--- src/rtl/ram_port_arbiter.sv ---
// ram_port_arbiter
//   Shares the single data-RAM port among NREQ memory requesters
//   (index 0..7 = I, S, A, F, CI, CSS, CL, CS). Requests are served one at a
//   time in round-robin order. Each transaction is latched, driven to the
//   RAM for exactly one cycle and completed with a one-cycle acknowledge.
//   Read data accompanies the acknowledge and is held until the next read.
//
// Ports
//   iCLK        core clock, all state on the rising edge
//   iRST        asynchronous, active-low reset
//   iREQ_CE     per-requester chip enable (bit i = requester i)
//   iREQ_RD     per-requester read strobe
//   iREQ_WR     per-requester write strobe
//   iREQ_ADDR   flattened addresses, requester i at [i*ADDR_W +: ADDR_W]
//   iREQ_DATA   flattened write data, requester i at [i*DATA_W +: DATA_W]
//   oREQ_ACK    one-hot completion pulse
//   oREQ_DATA   read data broadcast to the acknowledged requester
//   oRAM_CE/RD/WR, oRAM_ADDR, oRAM_DATA   RAM strobes, address, write data
//   iRAM_DATA   RAM read data, valid RAM_LAT cycles after the strobe
//   oGNT_ID     index of the requester owning the current transaction
//   oBUSY       high whenever the arbiter is not idle
//   oERR        one-cycle pulse when a malformed request is seen while idle

module ram_port_arbiter #(
  parameter int NREQ    = 8,
  parameter int ADDR_W  = 8,
  parameter int DATA_W  = 32,
  parameter int RAM_LAT = 1
) (
  input  logic                   iCLK,
  input  logic                   iRST,
  input  logic [NREQ-1:0]        iREQ_CE,
  input  logic [NREQ-1:0]        iREQ_RD,
  input  logic [NREQ-1:0]        iREQ_WR,
  input  logic [NREQ*ADDR_W-1:0] iREQ_ADDR,
  input  logic [NREQ*DATA_W-1:0] iREQ_DATA,
  output logic [NREQ-1:0]        oREQ_ACK,
  output logic [DATA_W-1:0]      oREQ_DATA,
  output logic                   oRAM_CE,
  output logic                   oRAM_RD,
  output logic                   oRAM_WR,
  output logic [ADDR_W-1:0]      oRAM_ADDR,
  output logic [DATA_W-1:0]      oRAM_DATA,
  input  logic [DATA_W-1:0]      iRAM_DATA,
  output logic [2:0]             oGNT_ID,
  output logic                   oBUSY,
  output logic                   oERR
);

  // Requester index width is fixed by the 3-bit grant port (up to 8 requesters).
  localparam int ID_W  = 3;
  // Wait counter only needs to hold RAM_LAT-1.
  localparam int CNT_W = (RAM_LAT > 1) ? $clog2(RAM_LAT) : 1;

  typedef enum logic [1:0] {
    S_IDLE,
    S_ISSUE,
    S_WAIT,
    S_DONE
  } state_t;

  state_t           state;
  logic [ID_W-1:0]  ptr;
  logic [CNT_W-1:0] cnt;
  logic             op_write;

  logic [NREQ-1:0]  valid;
  logic [NREQ-1:0]  malformed;
  logic             found;
  logic [ID_W-1:0]  sel;
  logic [NREQ-1:0]  ack_onehot;
  logic [ID_W-1:0]  ptr_next;

  // A request is well formed only when exactly one of RD/WR accompanies CE.
  assign valid     = iREQ_CE &  (iREQ_RD ^ iREQ_WR);
  assign malformed = iREQ_CE & ~(iREQ_RD ^ iREQ_WR);

  // The owner of the transaction is always oGNT_ID, so the ack and the
  // round-robin successor are derived from it.
  assign ack_onehot = {{(NREQ-1){1'b0}}, 1'b1} << oGNT_ID;
  assign ptr_next   = (oGNT_ID == ID_W'(NREQ - 1)) ? '0 : oGNT_ID + 1'b1;

  // Round-robin pick: first valid index scanning ptr, ptr+1, ... mod NREQ.
  always_comb begin
    int              idx_i;
    logic [ID_W-1:0] idx;
    // NOTE: every variable gets a default before any conditional write so
    // no path leaves it unassigned, which would otherwise infer a latch.
    found = 1'b0;
    sel   = '0;
    idx_i = 0;
    idx   = '0;
    for (int k = 0; k < NREQ; k++) begin
      idx_i = int'(ptr) + k;
      if (idx_i >= NREQ) idx_i = idx_i - NREQ;
      idx = idx_i[ID_W-1:0];
      if (!found && valid[idx]) begin
        found = 1'b1;
        sel   = idx;
      end
    end
  end

  // Single-process FSM; every output is a register so nothing glitches
  // toward the RAM or the requesters.
  always_ff @(posedge iCLK or negedge iRST) begin
    if (!iRST) begin
      // NOTE: sequential state uses non-blocking assignments so all
      // registers update together from values sampled before the edge.
      state     <= S_IDLE;
      ptr       <= '0;
      cnt       <= '0;
      op_write  <= 1'b0;
      oREQ_ACK  <= '0;
      oREQ_DATA <= '0;
      oRAM_CE   <= 1'b0;
      oRAM_RD   <= 1'b0;
      oRAM_WR   <= 1'b0;
      oRAM_ADDR <= '0;
      oRAM_DATA <= '0;
      oGNT_ID   <= '0;
      oBUSY     <= 1'b0;
      oERR      <= 1'b0;
    end else begin
      // Pulse outputs fall back to zero unless a state below raises them.
      oREQ_ACK <= '0;
      oERR     <= 1'b0;

      case (state)
        S_IDLE: begin
          oERR <= |malformed;
          if (found) begin
            oGNT_ID   <= sel;
            op_write  <= iREQ_WR[sel];
            oRAM_CE   <= 1'b1;
            oRAM_RD   <= iREQ_RD[sel];
            oRAM_WR   <= iREQ_WR[sel];
            oRAM_ADDR <= iREQ_ADDR[sel*ADDR_W +: ADDR_W];
            oRAM_DATA <= iREQ_DATA[sel*DATA_W +: DATA_W];
            oBUSY     <= 1'b1;
            state     <= S_ISSUE;
          end
        end

        S_ISSUE: begin
          // The RAM sees the strobe for this one cycle only.
          oRAM_CE   <= 1'b0;
          oRAM_RD   <= 1'b0;
          oRAM_WR   <= 1'b0;
          oRAM_ADDR <= '0;
          oRAM_DATA <= '0;
          if (op_write) begin
            oREQ_ACK <= ack_onehot;
            state    <= S_DONE;
          end else begin
            cnt   <= CNT_W'(RAM_LAT - 1);
            state <= S_WAIT;
          end
        end

        S_WAIT: begin
          if (cnt == '0) begin
            // Last WAIT cycle is exactly RAM_LAT cycles after the strobe.
            oREQ_DATA <= iRAM_DATA;
            oREQ_ACK  <= ack_onehot;
            state     <= S_DONE;
          end else begin
            cnt <= cnt - 1'b1;
          end
        end

        S_DONE: begin
          ptr   <= ptr_next;
          oBUSY <= 1'b0;
          state <= S_IDLE;
        end

        default: state <= S_IDLE;
      endcase
    end
  end

endmodule

--- config.mk ---
export PLATFORM = sky130hd
export DESIGN_NAME = ram_port_arbiter
export DESIGN_NICKNAME = d
export VERILOG_FILES = /design/src/rtl/ram_port_arbiter.sv
export SDC_FILE = /design/constraint.sdc
export NUM_CORES = 1
export LEC_CHECK = 0
export ABC_AREA = 1
export CORE_AREA = 2 2 182 184
export CTS_CLUSTER_SIZE = 14
export DETAILED_ROUTE_END_ITERATION = 8
export DIE_AREA = 0 0 184 186
export GPL_TIMING_DRIVEN = 0
export SYNTH_ARGS = -nofsm -noshare
export SYNTH_HDL_FRONTEND = slang
export SYNTH_SLANG_ARGS = --single-unit
export TNS_END_PERCENT = 100
--- constraint.sdc ---
create_clock -name iCLK -period 2.8 [get_ports iCLK]
set_clock_uncertainty 0.05 [all_clocks]
set_input_delay 0.7 -clock iCLK [delete_from_list [all_inputs] [get_ports iCLK]]
set_output_delay 0.7 -clock iCLK [all_outputs]
set_load 0.05 [all_outputs]
==> metrics.md <==
| Metric | Value |
|---|---|
| Port Buffers | between 400 and 500 |
| First-pass GRT wire length | approximately 70,000 um |
| Sink Count | 94 |
| Final nets | approximately 2,400 |
| Synth top cells by count | nand2_1 (430), nand3_1 (370), inv_1 (238) |
| Die height | between 150 and 200 um |
| DRT Pass-1 Iters | 5 |
| RSZ-0062 raised after global routing | yes |
| Filler Cell Count | 3,212 |
| Vias | around 12,000 |
| Mapped cell area | 8780 um2 |
| Yosys warning count | 0 |
| Setup TNS | -14.53 ns |
| Area delta synth->final | 91.8% |
| GRT Residual Overflow | 0 |
| Layout cells sized above 1 | roughly a fifth |
| Worst path required time | between 3 and 4 ns |
| Final Hold Fails | 0 |
| Slew Viols, Final | 0 |
| Yosys top cell by area | dfrtp_1 |
| CTS max path bufs | 2 |
| Worst hold path type | in2async |
| Slew HR | a little under half |
| Mapped Cells | 1,445 |
| Via/cell ratio | 4.90 |
| Tmin final | between 3 and 4 ns |
| Detail Placement HPWL | between 30,000 and 40,000 um |
| Die X | 184 um |
| Most common cell in the netlist | nand2_1 |
| Die area | ~34,000 um2 |
| Gr usage total | 26.7% |
| Ys flop type | dfrtp_1 |
| Setup violations, final | 46 |
| Flops & latches, synth | 94 |
| Root Driver | clkbuf_16 |
| Max FO, Critical Path | 5 |
| CP Capture Type | register |
| Num CTS Buffers | 9 |
| Gp weighted congestion | 0.902 |
| Max Freq | 314 MHz |
| Clock transition at path regs | around 0.090 ns |
| Failing checks | negative setup slack |
| ANT nets after route | 0 |
| Sequential fraction of the synthesis area | 26.8% |
| Max-cap violations | 0 |
| Initial antenna violation count | 12 |
| Initial core utilization | a little over a quarter |
| Worst slack, placed | -1.34 ns |
| Crit Path Category | in2reg |
| Core Area | roughly 32,000 um2 |
| Post-synth cell types | 34 |
| Top-area cell type share of the netlist area | a little over a quarter |
| CTS tree | built |
| Hold-fix buffers at CTS | 0 |
| Worst slew pin tran | approximately 0.82 ns |
| Final WS setup | -0.384 ns |
| Hold slack | between 0.3 and 0.4 ns |
| Top cells by area, synth | dfrtp_1 (27%), nand3_1 (21%), nand2_1 (18%) |
| Number of DRC markers in iteration 0 | approximately 680 |
| Status | finished with violations |
| Largest net degree at the start of global routing | between 50 and 60 |
| Vias in the first global route | roughly 11,000 |
| FP Rows | 66 |
| Async SR Flop Fraction | 100% |
| DRC | 0 |
| Worst-Skew Late Latency | between 0.3 and 0.4 ns |
| Post-DR wirelength/cell | about 20 um |
| I/O pin count | about 470 |
| Mapped Avg Cell Area | 6.08 um2 |
| Final wirelength | between 40,000 and 50,000 um |
| EDFF count, synth | 0 |
| H-tree levels | 3 |
| Crit path DAT | 3.39 ns |
| Syn nets | about 1,800 |
| Period utilization | 114% |
| Worst setup SP type | input port |
==> logic make-up (layout without fill, tap and decap cells) <==
| family | Yosys count | after routing | share of synthesized area [%] |
|---|---|---|---|
| xor gates and xnor gates | 3 | 3 | 0.299 |
| DFF | 94 | 94 | 26.8 |
| other | 0 | 8 | 0 |
| AOI/OAI and AO/OA | 23 | 23 | 1.60 |
| buffers and inverters | 342 | 893 | 16.6 |
| and+or+nand+nor | 971 | 971 | 53.0 |
| adders and majority gates | 12 | 12 | 1.71 |
==> path summary, 6_finish.rpt <==
path                       slack, ns                         to                     start  cells past startpoint
setup / recovery               -0.38       op_write$_DFFE_PN0P_                iREQ_CE[6]                     20
hold / removal                  0.38  oREQ_DATA[12]$_DFFE_PN0N_                      iRST                      1
setup reg to reg               -0.34       op_write$_DFFE_PN0P_        ptr[0]$_DFFE_PN0P_                     23
hold reg to reg                 0.42   oRAM_DATA[4]$_DFFE_PN0P_  oRAM_DATA[4]$_DFFE_PN0P_                      2
max in group asynchronous       1.61   oRAM_DATA[1]$_DFFE_PN0P_                      iRST                      2
min in group iCLK               0.42   oRAM_DATA[4]$_DFFE_PN0P_  oRAM_DATA[4]$_DFFE_PN0P_                      2
==> critical path: stages <==
cell	delay, ns
clkdlybuf4s50_1	0.46
nand4_1	0.18
nand3_2	0.13
nand3b_1	0.18
nand2_4	0.09
inv_2	0.11
nand4_4	0.14
nor2_4	0.21
nand3_4	0.11
nand3_4	0.19
nand2_8	0.09
buf_12	0.14
buf_12	0.12
clkbuf_16	0.15
nand2_1	0.07
nand3_2	0.07
nand3_2	0.10
nand2_4	0.05
nand2_1	0.05
nand2_1	0.04
==> what timing repair did <==
| item | in CTS | in global routing |
|---|---|---|
| endpoints found under the setup margin | 50 | 51 |
| buffers inserted | 45 | 14 |
| gates cloned | 2 | 11 |
| gates resized for setup | 261 | 217 |
| pin swaps | 32 | 61 |
==> through the flow <==
stage / instance area (um2) / utilization (%) / std cells
floorplan: 8790 / - / 1445
global placement: 14000 / 43.3 / 2318
detailed placement: 14000 / 43.4 / 2319
CTS: 15600 / 48.4 / 2382
global route: 16800 / 52.3 / 2410
finish: 16800 / 52.3 / 2412
==> flip-flops by register name, indices dropped and copies added, names as in the netlist, 2 cells and up <==
signal     flops
oREQ_ACK       8
oREQ_DATA     32
oGNT_ID        3
ptr            3
oRAM_ADDR      8
state          2
oRAM_DATA     32
==> metal layers <==
metal	GRT usage [%]	up-vias	part of all wire [%]	wire length, um
met5	0	-	0.13	63
met4	8.93	8	2.8	1360
met3	6.53	82	7.4	3630
met2	46.7	487	49	24000
met1	32.1	5539	41	20000
li1	-	5703	-	-
==> layout by cell type, fill, tap and decap left out, types with 24 or more instances in the layout <==
cell	Yosys	layout
nand3_2	2	109
dfrtp_1	94	94
buf_4	13	69
clkdlybuf4s50_1	0	446
nand3b_1	121	121
inv_1	238	230
buf_12	0	24
nand2_2	2	26
buf_6	6	34
nand2_1	430	380
nand3_1	370	254
nand2_4	0	24
==> area by class of cell <==
type                            count  area (um2)  share of cell area [%]
Timing Repair Buffer              537        5550                    32.9
Multi-Input combinational cell   1009        6090                    36.2
Tap cell                          408         510                    3.03
Antenna cell                        8        20.0                   0.119
Clock buffer                        9         225                    1.34
Buffer                             97        1080                    6.43
Sequential cell                    94        2350                    14.0
Clock inverter                      7        77.6                   0.461
Inverter                          243         931                    5.53
Power is left out: the tool's default activity adds up to more than one toggle a clock period on the data nets, which glitch-free logic cannot reach.
